**config.mk**
```make
export PLATFORM = sky130hd
export DESIGN_NAME = aes_arbiter
export DESIGN_NICKNAME = d
export VERILOG_FILES = /design/src/rtl/aes_arbiter_pkg.sv /design/src/rtl/aes_arbiter_rr_arb2.sv /design/src/rtl/aes_arbiter.sv
export SDC_FILE = /design/constraint.sdc
export NUM_CORES = 1
export LEC_CHECK = 0
export ABC_CLOCK_PERIOD_IN_PS = 2480
export CAP_MARGIN = 20
export CORE_AREA = 2 2 406 408
export CTS_CLUSTER_DIAMETER = 100
export DETAILED_ROUTE_END_ITERATION = 12
export DIE_AREA = 0 0 408 410
export GPL_TIMING_DRIVEN = 1
export MAX_ROUTING_LAYER = met4
export PLACE_DENSITY = 0.33
export SKIP_LAST_GASP = 1
export SLEW_MARGIN = 10
export SYNTH_ARGS = -nofsm -noshare
export SYNTH_HDL_FRONTEND = slang
export SYNTH_SLANG_ARGS = --single-unit
```
**constraint.sdc**
```tcl
create_clock -name i_Clk -period 2.48 [get_ports i_Clk]
set_input_delay 0.744 -clock i_Clk [delete_from_list [all_inputs] [get_ports i_Clk]]
set_output_delay 0.744 -clock i_Clk [all_outputs]
set_load 0.02 [all_outputs]
```
**src/rtl/aes_arbiter_pkg.sv**
```systemverilog
// Shared definitions for the AES arbiter slice: FSM encoding, watchdog
// defaults, the captured-job record and small one-hot/selection helpers.
package aes_arbiter_pkg;

  // Default watchdog limit (WAIT cycles) and the counter width that holds it.
  localparam int TIMEOUT_DEF = 1024;
  localparam int CNT_W_DEF   = 11;

  // Sequencer state encoding.
  localparam logic [1:0] ST_IDLE  = 2'd0;
  localparam logic [1:0] ST_START = 2'd1;
  localparam logic [1:0] ST_WAIT  = 2'd2;
  localparam logic [1:0] ST_RESP  = 2'd3;

  // One job as presented to the AES core.
  typedef struct packed {
    logic         dec;
    logic [127:0] key;
    logic [127:0] text;
  } aes_job_t;

  localparam aes_job_t JOB_NONE = '{dec: 1'b0, key: 128'd0, text: 128'd0};

  // Operands of the requester selected by idx.
  function automatic aes_job_t pick_job(input logic idx, input aes_job_t job0,
                                        input aes_job_t job1);
    aes_job_t res;
    if (idx) begin
      res = job1;
    end else begin
      res = job0;
    end
    return res;
  endfunction

  // Route a single pulse to the requester slot named by idx: {slot1, slot0}.
  function automatic logic [1:0] owner_onehot(input logic idx, input logic en);
    return {idx & en, ~idx & en};
  endfunction

endpackage

```
**src/rtl/aes_arbiter_rr_arb2.sv**
```systemverilog
// Combinational two-way round-robin pick. A lone requester wins; on a tie the
// requester that did not win last time is chosen.
module rr_arb2 (
  input  logic [1:0] req,
  input  logic       last,
  output logic       gnt_valid,
  output logic       gnt_idx
);

  // Winner selection from the request pair and the previous winner.
  always_comb begin
    gnt_valid = 1'b0;
    gnt_idx   = 1'b0;
    case (req)
      2'b01: begin
        gnt_valid = 1'b1;
        gnt_idx   = 1'b0;
      end
      2'b10: begin
        gnt_valid = 1'b1;
        gnt_idx   = 1'b1;
      end
      2'b11: begin
        gnt_valid = 1'b1;
        gnt_idx   = ~last;
      end
      default: begin
        gnt_valid = 1'b0;
        gnt_idx   = 1'b0;
      end
    endcase
  end

endmodule

```
**src/rtl/aes_arbiter.sv**
```systemverilog
// Two-requester arbiter and sequencer for a shared AES core. Grants the core
// round-robin, captures the winner's operands, pulses start, waits for the
// core under a watchdog and hands the result (or an error) back to the owner.
module aes_arbiter
  import aes_arbiter_pkg::*;
#(
  parameter int TIMEOUT = TIMEOUT_DEF,
  parameter int CNT_W   = CNT_W_DEF
) (
  input  logic         i_Clk,
  input  logic         i_Rst,
  input  logic         i_Req0,
  input  logic         i_Req1,
  input  logic         i_Dec0,
  input  logic         i_Dec1,
  input  logic [127:0] i_Key0,
  input  logic [127:0] i_Key1,
  input  logic [127:0] i_Text0,
  input  logic [127:0] i_Text1,
  output logic         o_Ack0,
  output logic         o_Ack1,
  output logic         o_Done0,
  output logic         o_Done1,
  output logic         o_Err0,
  output logic         o_Err1,
  output logic [127:0] o_Text,
  output logic         o_Busy,
  output logic         o_Owner,
  output logic         o_AesStart,
  output logic         o_AesDec,
  output logic [127:0] o_AesKey,
  output logic [127:0] o_AesText,
  input  logic         i_AesDone,
  input  logic [127:0] i_AesText
);

  // Watchdog terminal count and increment, sized to the counter.
  localparam logic [CNT_W-1:0] CNT_TERM = CNT_W'(TIMEOUT - 1);
  localparam logic [CNT_W-1:0] CNT_ONE  = CNT_W'(1);

  logic [1:0]       c_state, n_state;
  logic [CNT_W-1:0] c_cnt,   n_cnt;
  logic             c_last,  n_last;
  logic             c_owner, n_owner;
  logic             c_busy,  n_busy;
  logic [1:0]       c_ack,   n_ack;
  logic [1:0]       c_done,  n_done;
  logic [1:0]       c_err,   n_err;
  logic             c_start, n_start;
  logic [127:0]     c_text,  n_text;
  aes_job_t         c_job,   n_job;

  logic             gnt_valid_s;
  logic             gnt_idx_s;
  aes_job_t         job0_s;
  aes_job_t         job1_s;
  aes_job_t         grant_job_s;

  assign job0_s      = '{dec: i_Dec0, key: i_Key0, text: i_Text0};
  assign job1_s      = '{dec: i_Dec1, key: i_Key1, text: i_Text1};
  assign grant_job_s = pick_job(gnt_idx_s, job0_s, job1_s);

  rr_arb2 u_rr_arb2 (
    .req       ({i_Req1, i_Req0}),
    .last      (c_last),
    .gnt_valid (gnt_valid_s),
    .gnt_idx   (gnt_idx_s)
  );

  // Next-state logic for the sequencer, watchdog, operands and output pulses.
  always_comb begin
    n_state = c_state;
    n_cnt   = c_cnt;
    n_last  = c_last;
    n_owner = c_owner;
    n_job   = c_job;
    n_text  = c_text;
    n_ack   = 2'b00;
    n_done  = 2'b00;
    n_err   = 2'b00;
    n_start = 1'b0;
    case (c_state)
      ST_IDLE: begin
        // The grant decision is only taken here; requests seen in any other
        // state simply wait, since they are level-held by the requester.
        if (gnt_valid_s) begin
          n_state = ST_START;
          n_owner = gnt_idx_s;
          n_last  = gnt_idx_s;
          n_job   = grant_job_s;
          n_ack   = owner_onehot(gnt_idx_s, 1'b1);
          n_start = 1'b1;
          n_cnt   = {CNT_W{1'b0}};
        end else begin
          n_state = ST_IDLE;
        end
      end
      ST_START: begin
        n_state = ST_WAIT;
        n_cnt   = {CNT_W{1'b0}};
      end
      ST_WAIT: begin
        n_cnt = c_cnt + CNT_ONE;
        // A completion in the terminal-count cycle still counts as success.
        if (i_AesDone) begin
          n_state = ST_RESP;
          n_text  = i_AesText;
          n_done  = owner_onehot(c_owner, 1'b1);
        end else if (c_cnt == CNT_TERM) begin
          n_state = ST_RESP;
          n_text  = 128'd0;
          n_done  = owner_onehot(c_owner, 1'b1);
          n_err   = owner_onehot(c_owner, 1'b1);
        end else begin
          n_state = ST_WAIT;
        end
      end
      ST_RESP: begin
        n_state = ST_IDLE;
      end
      default: begin
        n_state = ST_IDLE;
      end
    endcase
    n_busy = (n_state != ST_IDLE);
  end

  // State and output registers; reset returns everything to idle defaults.
  always_ff @(posedge i_Clk or negedge i_Rst) begin
    if (!i_Rst) begin
      c_state <= ST_IDLE;
      c_cnt   <= {CNT_W{1'b0}};
      c_last  <= 1'b1;
      c_owner <= 1'b0;
      c_busy  <= 1'b0;
      c_ack   <= 2'b00;
      c_done  <= 2'b00;
      c_err   <= 2'b00;
      c_start <= 1'b0;
      c_text  <= 128'd0;
      c_job   <= JOB_NONE;
    end else begin
      c_state <= n_state;
      c_cnt   <= n_cnt;
      c_last  <= n_last;
      c_owner <= n_owner;
      c_busy  <= n_busy;
      c_ack   <= n_ack;
      c_done  <= n_done;
      c_err   <= n_err;
      c_start <= n_start;
      c_text  <= n_text;
      c_job   <= n_job;
    end
  end

  assign o_Ack0     = c_ack[0];
  assign o_Ack1     = c_ack[1];
  assign o_Done0    = c_done[0];
  assign o_Done1    = c_done[1];
  assign o_Err0     = c_err[0];
  assign o_Err1     = c_err[1];
  assign o_Text     = c_text;
  assign o_Busy     = c_busy;
  assign o_Owner    = c_owner;
  assign o_AesStart = c_start;
  assign o_AesDec   = c_job.dec;
  assign o_AesKey   = c_job.key;
  assign o_AesText  = c_job.text;

endmodule
```
# Word level (Yosys, flattened, before mapping)
# Index checks and enable logic that the tools add are counted.
dict set report totals {
  inputBits 647
  out_inout_bits 394
  elab_cells 53
  regBits 408
}
dict set report classes {
  n_eq_ne 8
  mux 20
  n_reduce_logical 8
  bitwise_logic 3
  n_addsub 1
}
# operator count
set op_table {}
lappend op_table {{2-to-1 mux 257 bit} 1}
lappend op_table {{2-to-1 mux 128 bit} 2}
lappend op_table {{one-hot mux 11 bit (3 select lines)} 1}
lappend op_table {{2-to-1 mux 2 bit} 7}
lappend op_table {{adder 11 x 1 -> 11 bit (second input constant)} 1}
lappend op_table {{== test 11 x 10 -> 1 bit (second input constant)} 1}
lappend op_table {{2-to-1 mux 11 bit} 1}
lappend op_table {{== test 2 bit (second input constant)} 4}
lappend op_table {{one-hot mux 2 bit (4 select lines)} 1}
lappend op_table {{2-to-1 mux 1 bit} 6}
lappend op_table {{AND reduction 2 bit} 3}
lappend op_table {{== test 2 x 1 -> 1 bit (second input constant)} 2}
lappend op_table {{nonzero test 2 bit} 2}
lappend op_table {{NOT 1 bit} 3}
lappend op_table {{nonzero test 3 bit} 1}
lappend op_table {{OR reduction 3 bit} 1}
lappend op_table {{zero test 2 bit} 1}
lappend op_table {{inequality test 2 bit (second input constant)} 1}
lappend op_table {{one-hot mux 1 bit (2 select lines)} 1}

# Depth between registers and ports, before layout
dict set report logic_depth {
  word_depth 6
  mapped_depth 8
}

# Cells and area by module
# Synthesis repeated with hierarchy kept, for this count alone.
dict set report hier_totals {
  cells_unflattened 1500
  hier_area_um2 17136.4
}
# mod instances area_per_inst_um2 cells_each seq_area_each_um2
set by_module_without_submodules {}
lappend by_module_without_submodules {aes_arbiter 1 17122.7 1498 10211.0}
lappend by_module_without_submodules {rr_arb2 1 13.8 2 0.0}

# Least setup slack after synthesis
# No wires, ideal clock.
dict set report synth_path {
  path_type {in2reg}
  from {input port i_Req1}
  to {register c_job, in the netlist o_AesKey[0]}
  arrival_time_ps 1815
  path_buffers 3
  cell_stages 6
  required_ps 2397
  slack_ps 583
  path_cell_list {o21ai_1 buf_2 clkbuf_1 clkbuf_1 nand2_1 o21ai_0}
}
dict set report synth_between {
  elab_chain_cells 4
  word_cells_on_any_way 8
  cone_classes {eq/ne: 3; mux: 3; reduce/logical: 2}
}
# item line_no
set synth_rtl {}
lappend synth_rtl {{start: declaration} aes_arbiter.sv:13} ;# input logic i_Req1,
lappend synth_rtl {{== test 2 x 1 -> 1 bit or == test 2 bit (tied branches)} aes_arbiter_rr_arb2.sv:14} ;# case (req)
lappend synth_rtl {{OR reduction 3 bit (no source line)} --}
lappend synth_rtl {{2-to-1 mux 1 bit} aes_arbiter_rr_arb2.sv:14}
lappend synth_rtl {{AND reduction 2 bit (no source line)} --}
lappend synth_rtl {{end signal: assignment} aes_arbiter.sv:153} ;# c_job <= n_job;
lappend synth_rtl {{end: declaration} aes_arbiter.sv:51} ;# aes_job_t c_job, n_job;
# Parallel ways exist; a longest one is shown, timed or not.
# A chain may end at the register's enable or synchronous reset.

# Worst setup path in the final report
dict set report layout_path {
  from {register c_job, in the netlist o_AesKey[44]}
  to {output port o_AesKey[44]}
}
# item line_no
set layout_lines {}
lappend layout_lines {{end: declaration} aes_arbiter.sv:31} ;# output logic [127:0] o_AesKey,
# No word-level cell between the ends.

==> flow_summary.json <==
{
  "p_int_mw": 23.6,
  "ctsHoldBuffers": 0,
  "cts_tree": "built",
  "syn_area_um2": 18200,
  "outcome": "finished, final reports clean",
  "grt_use_total": 0.129,
  "start_util": 0.112,
  "clkPwrFrac": 0.216,
  "synthDistinctLibCells": 40,
  "setup_viol": 0,
  "drc": 0,
  "syn_inst": 1651,
  "rsz0062_at_grt": "no",
  "p_seq_frac": 0.293,
  "switching_power_mw": 17.4,
  "clock_path_buffers": 3,
  "grt_max_degree": 86,
  "drv_cap": 0,
  "setup_ws_ns": 0.0856,
  "rr_worst_depth": 5,
  "synth_nets": 2302,
  "r2r-start": "c_cnt[0]",
  "clkLatencyLatePin_ns": 0.65,
  "clk_pin_slew_ns": 0.06,
  "ys.flop_type": "dfrtp_1",
  "wl_per_cell_um": 21.7,
  "die_h_um": 410,
  "ios": 1041,
  "final_common_cell": "clkdlybuf4s50_1",
  "r2r_slack_ns": 0.51,
  "viasPerCell": 3.40,
  "dieArea_um2": 167000,
  "grt_pass1_wl_um": 148000,
  "post_cts_buffers": 0,
  "core-area_um2": 163000,
  "cts_root_buffer": "clkbuf_16",
  "drtPass1Iterations": 5,
  "power_frac_comb": 0.491,
  "p_leak_nw": 14.2,
  "final_util": 0.208,
  "cp_max_fo": 2,
  "drv_slew": 0,
  "ys_seq_elements": 408,
  "fin_nets": 3395,
  "finalNonFillerCells": 5002,
  "first_global_vias": 17940,
  "die_x_um": 408,
  "postSynthAreaPerCell_um2": 11.0,
  "p_total_mw": 41.0,
  "grt.met2_usage": 0.217,
  "arrival_ns": 1.65,
  "critPathLaunch": "o_AesKey[44]",
  "ys_seq_area_frac": 0.560,
  "worst_slew_pin_slew_ns": 0.640,
  "gr-total-overflow": 0,
  "cp_slowest_stage_delay_ns": 0.65,
  "required_ns": 1.74,
  "filler_cell_count": 17959,
  "critPathTopFamily": "buffers and inverters",
  "cts_max_level": 2,
  "cp-endpoint": "o_AesKey[44]",
  "io_buffers": 1040,
  "grt_antenna_before_repair": 28,
  "cts_buffers": 58,
  "cp_num_cells": 1,
  "worstSetupPathType": "flop to output pin",
  "ant_nets": 0,
  "gp_congestion": 0.808,
  "max_slew_margin": 0.573,
  "switching_share": 0.425,
  "yosysWarnings": 0,
  "hpwl_um": 87700,
  "path_cells": "clkdlybuf4s50_1",
  "routed-via-count": 17030,
  "synth_edf_count": 0,
  "worst-path-buf-inv": 1,
  "drt_iter0_drc": 679,
  "final_cell_mix": "clkdlybuf4s50_1, dfrtp_1, o21ai_0",
  "finClkSkew_ns": 0.0237,
  "crit_slowest_cell": "clkdlybuf4s50_1",
  "endpoint_kind": "output pin",
  "met1_usage": 0.149,
  "rows": 149,
  "clock-sinks": 408,
  "powerDensity_nw_per_um2": 1210,
  "dp_cells": 4873,
  "grt.busiest_layer": "met2",
  "syn_to_final_growth_pct": 86.3,
  "startpoint_type": "flop",
  "met3_usage": 0.0357,
  "worstHoldPathType": "input port to asynchronous set/reset pin",
  "dp_slack_ns": -0.297,
  "ir_worst_vdd_mv": 0.472,
  "hold_viol": 0,
  "min_period_over_period": 0.965,
  "wirelength_um": 108000,
  "drive_above_1_share": 0.0863,
  "max_freq_mhz": 418,
  "async_flop_share": 1.00,
  "timing.rr.end": "o_Text[7]",
  "fin_crit_ns": 2.39
}
## power groups by stage
| stage | clock network (mW) | registers, mW | logic, mW |
|---|---|---|---|
| floorplan | 0 | 15.3 | 6.09 |
| global placement | 0 | 12.2 | 22.0 |
| detailed placement | 0 | 12.2 | 22.0 |
| CTS | 9.29 | 12.1 | 20.8 |
| global route | 9.49 | 12.5 | 21.7 |
| finish | 8.84 | 12.0 | 20.1 |
## per-layer routing
metal / wire (um) / share of wire / up-vias
li1: - / - / 8134
met1: 44600 / 0.41 / 8125
met2: 53700 / 0.49 / 664
met3: 7280 / 0.067 / 107
met4: 2860 / 0.026 / 0
met5: 0 / 0 / -
## timing repair
action,CTS,global route
endpoints found under the hold margin,0,0
cloned,0,0
setup endpoints to repair,225,14
gates resized for setup,226,14
## registers in the layout (all words and copies together), names as in the netlist, 2 cells and up
signal	cells
o_AesKey	128
c_cnt	11
o_Text	128
c_state	2
o_AesText	128
c_err	2
c_done	2
c_ack	2
## cells by family after synthesis
kind of cell,Yosys count,share of synthesized area
AND/OR/NAND/NOR,425,0.108
multiplexers,257,0.141
adder cells (fa/ha/maj),4,0.00274
buffers and inverters,140,0.0367
flip-flops,408,0.560
AO/OA/AOI/OAI,417,0.151
## synthesized netlist by cell type, drive strengths merged (2+ instances only)
master | n | share of area
dfrtp | 407 | 0.56
o21ai | 271 | 0.074
nand2 | 269 | 0.055
mux2i | 257 | 0.14
nor2b | 129 | 0.044
a221o | 128 | 0.070
clkbuf | 74 | 0.015
buf | 58 | 0.020
inv | 7 | 0.0014
nand3 | 7 | 0.0019
a21oi | 6 | 0.0016
ha | 4 | 0.0027
and2 | 3 | 0.0010
nor2 | 3 | 0.00062
nand4 | 2 | 0.00069
o21a | 2 | 0.00082
o22ai | 2 | 0.00069
o31ai | 2 | 0.00082
or2 | 2 | 0.00069
or3 | 2 | 0.00069
## how the worst min path moves through the flow
| stage | startpoint | to | slack [ns] | cells past startpoint |
|---|---|---|---|---|
| final | i_Rst | o_Text[99] | 0.08 | 1 |
| after global routing | i_Rst | o_AesKey[117] | 0.07 | 1 |
| after CTS | i_Rst | o_AesKey[117] | 0.05 | 1 |
| after detailed placement | o_AesText[105] | o_AesText[105] | 0.47 | 2 |
| after global placement | o_AesText[84] | o_AesText[84] | 0.46 | 2 |
| after floorplan | i_Rst | c_ack[0] | 0.45 | 0 |
## layout make-up
cell class | count | area [um2] | share of cell area
flip-flops and latches | 408 | 10200 | 0.301
clock inverters | 27 | 322 | 0.00946
inverters | 8 | 30.0 | 0.000884
multi-input cells | 1103 | 7400 | 0.218
repair buffers | 1165 | 11500 | 0.340
clock buffers | 83 | 1690 | 0.0496
diodes | 19 | 47.5 | 0.00140
well taps | 2189 | 2740 | 0.0806
## worst register-to-register path, stage by stage (launching register included)
cell,delay [ns]
dfrtp_1,0.43
ha_1,0.21
nand3_1,0.11
o31a_2,0.41
buf_12,0.24
a221o_1,0.46
## metrics by stage
| stage | instance area (um2) | setup TNS [ns] | hold WS [ns] |
|---|---|---|---|
| final | 34000 | 0 | 0.0805 |
| after global routing | 34000 | 0 | 0.0735 |
| after CTS | 33900 | -0.0280 | 0.0523 |
| after detailed placement | 32200 | -17.59 | 0.469 |
| after global placement | 32200 | -9.71 | 0.463 |
| after floorplan | 18200 | 0 | 0.448 |
(Power assumes the default switching activity.)
==> RTL change (same flow settings) <==
Add an input register stage for `i_Key1`; this delays it by one clock. The other inputs are not delayed to match.
--- a/src/rtl/aes_arbiter.sv
+++ b/src/rtl/aes_arbiter.sv
@@ -39,4 +39,10 @@
   localparam logic [CNT_W-1:0] CNT_ONE  = CNT_W'(1);
 
+  logic [127:0] i_Key1_q;
+
+  always_ff @(posedge i_Clk) begin
+    i_Key1_q <= i_Key1;
+  end
+
   logic [1:0]       c_state, n_state;
   logic [CNT_W-1:0] c_cnt,   n_cnt;
@@ -58,5 +64,5 @@
 
   assign job0_s      = '{dec: i_Dec0, key: i_Key0, text: i_Text0};
-  assign job1_s      = '{dec: i_Dec1, key: i_Key1, text: i_Text1};
+  assign job1_s      = '{dec: i_Dec1, key: i_Key1_q, text: i_Text1};
   assign grant_job_s = pick_job(gnt_idx_s, job0_s, job1_s);
 
Behaviour: not the same (Yosys sat finds a counterexample within 4 cycles, from zero or initial values and one cycle with i_Rst low).
==> RTL change against the unedited design <==
- power grew 8.5%
- register-to-register slack lost 200 ps
- non-clock buffer count shrank 13
- sequential cell count grew 128
- clock skew grew 16 ps
- area after synthesis grew 8.4%
- largest cell class is now flip-flops and latches
- global-route usage grew 1.8 points
- wire length grew 13%
- via count grew 0.78%
- worst setup slack lost 5.3 ps
- highest routed layer unchanged
- final area grew 6.1%
- fmax shrank 0.22%
- die area is the same
==> RTL change: results (changes against the unedited design) <==
<table>
<tr><th>Metric</th><th>Value</th></tr>
<tr><th colspan="2">Global route</th></tr>
<tr><td>Global-route usage over all layers</td><td>0.147 (was 0.129)</td></tr>
<tr><td>Global-route wire length before repair</td><td>163000 um (was 148000 um)</td></tr>
<tr><td>Maximum number of pins on one net before global-route repair</td><td>65 (was 86)</td></tr>
<tr><th colspan="2">Cells and area</th></tr>
<tr><td>Ant diodes</td><td>42 (was 19)</td></tr>
<tr><td>Net count of the finished layout</td><td>3397 (was 3395)</td></tr>
<tr><td>Filler-free cell count of the finished design</td><td>5040 (was 5002)</td></tr>
<tr><td>Multi-input comb cells</td><td>973 (was 1103)</td></tr>
<tr><td>Share of cells above drive strength 1</td><td>0.0890 (was 0.0863)</td></tr>
<tr><td>Flip-flop and latch share of the layout cell area</td><td>0.354 (was 0.301)</td></tr>
<tr><td>Number of logic inverters in the finished layout</td><td>7 (was 8)</td></tr>
<tr><td>Clock buffers</td><td>125 (was 83)</td></tr>
<tr><td>Non-clock buffer count in the final layout</td><td>1152 (was 1165)</td></tr>
<tr><td>Cell area after layout</td><td>36100 um^2 (was 34000 um^2)</td></tr>
<tr><th colspan="2">Routing</th></tr>
<tr><td>Detailed Routing Iterations Pass 1</td><td>6 (was 5)</td></tr>
<tr><td>Number of vias after detailed routing</td><td>17163 (was 17030)</td></tr>
<tr><td>Total routed wirelength</td><td>122000 um (was 108000 um)</td></tr>
<tr><td>DR iter-0 viols</td><td>706 (was 679)</td></tr>
<tr><th colspan="2">Placement</th></tr>
<tr><td>Minimum setup slack after placement</td><td>-192 ps (was -297 ps)</td></tr>
<tr><td>Routability Congestion</td><td>0.820 (was 0.808)</td></tr>
<tr><td>Count of placed standard cells including taps</td><td>4856 (was 4873)</td></tr>
<tr><th colspan="2">Synthesis</th></tr>
<tr><td>Gate count of the mapped netlist</td><td>1632 (was 1651)</td></tr>
<tr><td>Mux share of post-synthesis cell area</td><td>0.130 (was 0.141)</td></tr>
<tr><td>Fraction of registers with async set/reset</td><td>0.761 (was 1.00)</td></tr>
<tr><td>Synth Register Bits</td><td>536 (was 408)</td></tr>
<tr><th colspan="2">Status</th></tr>
<tr><td>Status</td><td>finished, final reports clean (unchanged)</td></tr>
<tr><th colspan="2">Timing</th></tr>
<tr><td>Post-route clock skew</td><td>39.8 ps (was 23.7 ps)</td></tr>
<tr><td>Worst-Margin Slew</td><td>548 ps (was 640 ps)</td></tr>
<tr><th colspan="2">CTS</th></tr>
<tr><td>PostCTS Resize Cnt</td><td>261 (was 226)</td></tr>
<tr><td>Clock buffers created by TritonCTS</td><td>76 (was 58)</td></tr>
<tr><th colspan="2">Power</th></tr>
<tr><td>Switch share</td><td>0.407 (was 0.425)</td></tr>
<tr><td>VDD IR max</td><td>0.488 mV (was 0.472 mV)</td></tr>
<tr><th colspan="2">Hold path</th></tr>
<tr><td>Class of the most critical hold timing path</td><td>reg2reg (was in2async)</td></tr>
</table>
RTL change: cell count changes after synthesis, sizes merged, moves of 3 or more:
cell / delta
a22o: +129
nor2: +3
nand3: -4
nand2: -3
dfxtp: +128
a221o: -127
buf: -16
nor2b: -128
RTL change: layer usage:
metal | up-vias | global-route usage | share of wire
met2 | 706 | 0.240 | 0.49
li1 | 8077 | - | -
met4 | 0 | 0.0624 | 0.045
met5 | - | - | 0
met3 | 179 | 0.0533 | 0.079
met1 | 8201 | 0.160 | 0.39
RTL change: path summary, 6_finish.rpt:
path | start | to | slack, ps | depth (start not counted)
setup reg to reg | c_cnt[1] | o_Text[53] | 310 | 6
setup / recovery | o_AesText[123] | o_AesText[123] | 80 | 1
max in group asynchronous | i_Rst | o_AesKey[78] | 1090 | 4
min in group asynchronous | i_Rst | o_AesText[4] | 540 | 2
hold / removal | o_AesText[102] | o_AesText[102] | 470 | 2
hold reg to reg | o_AesText[102] | o_AesText[102] | 470 | 2
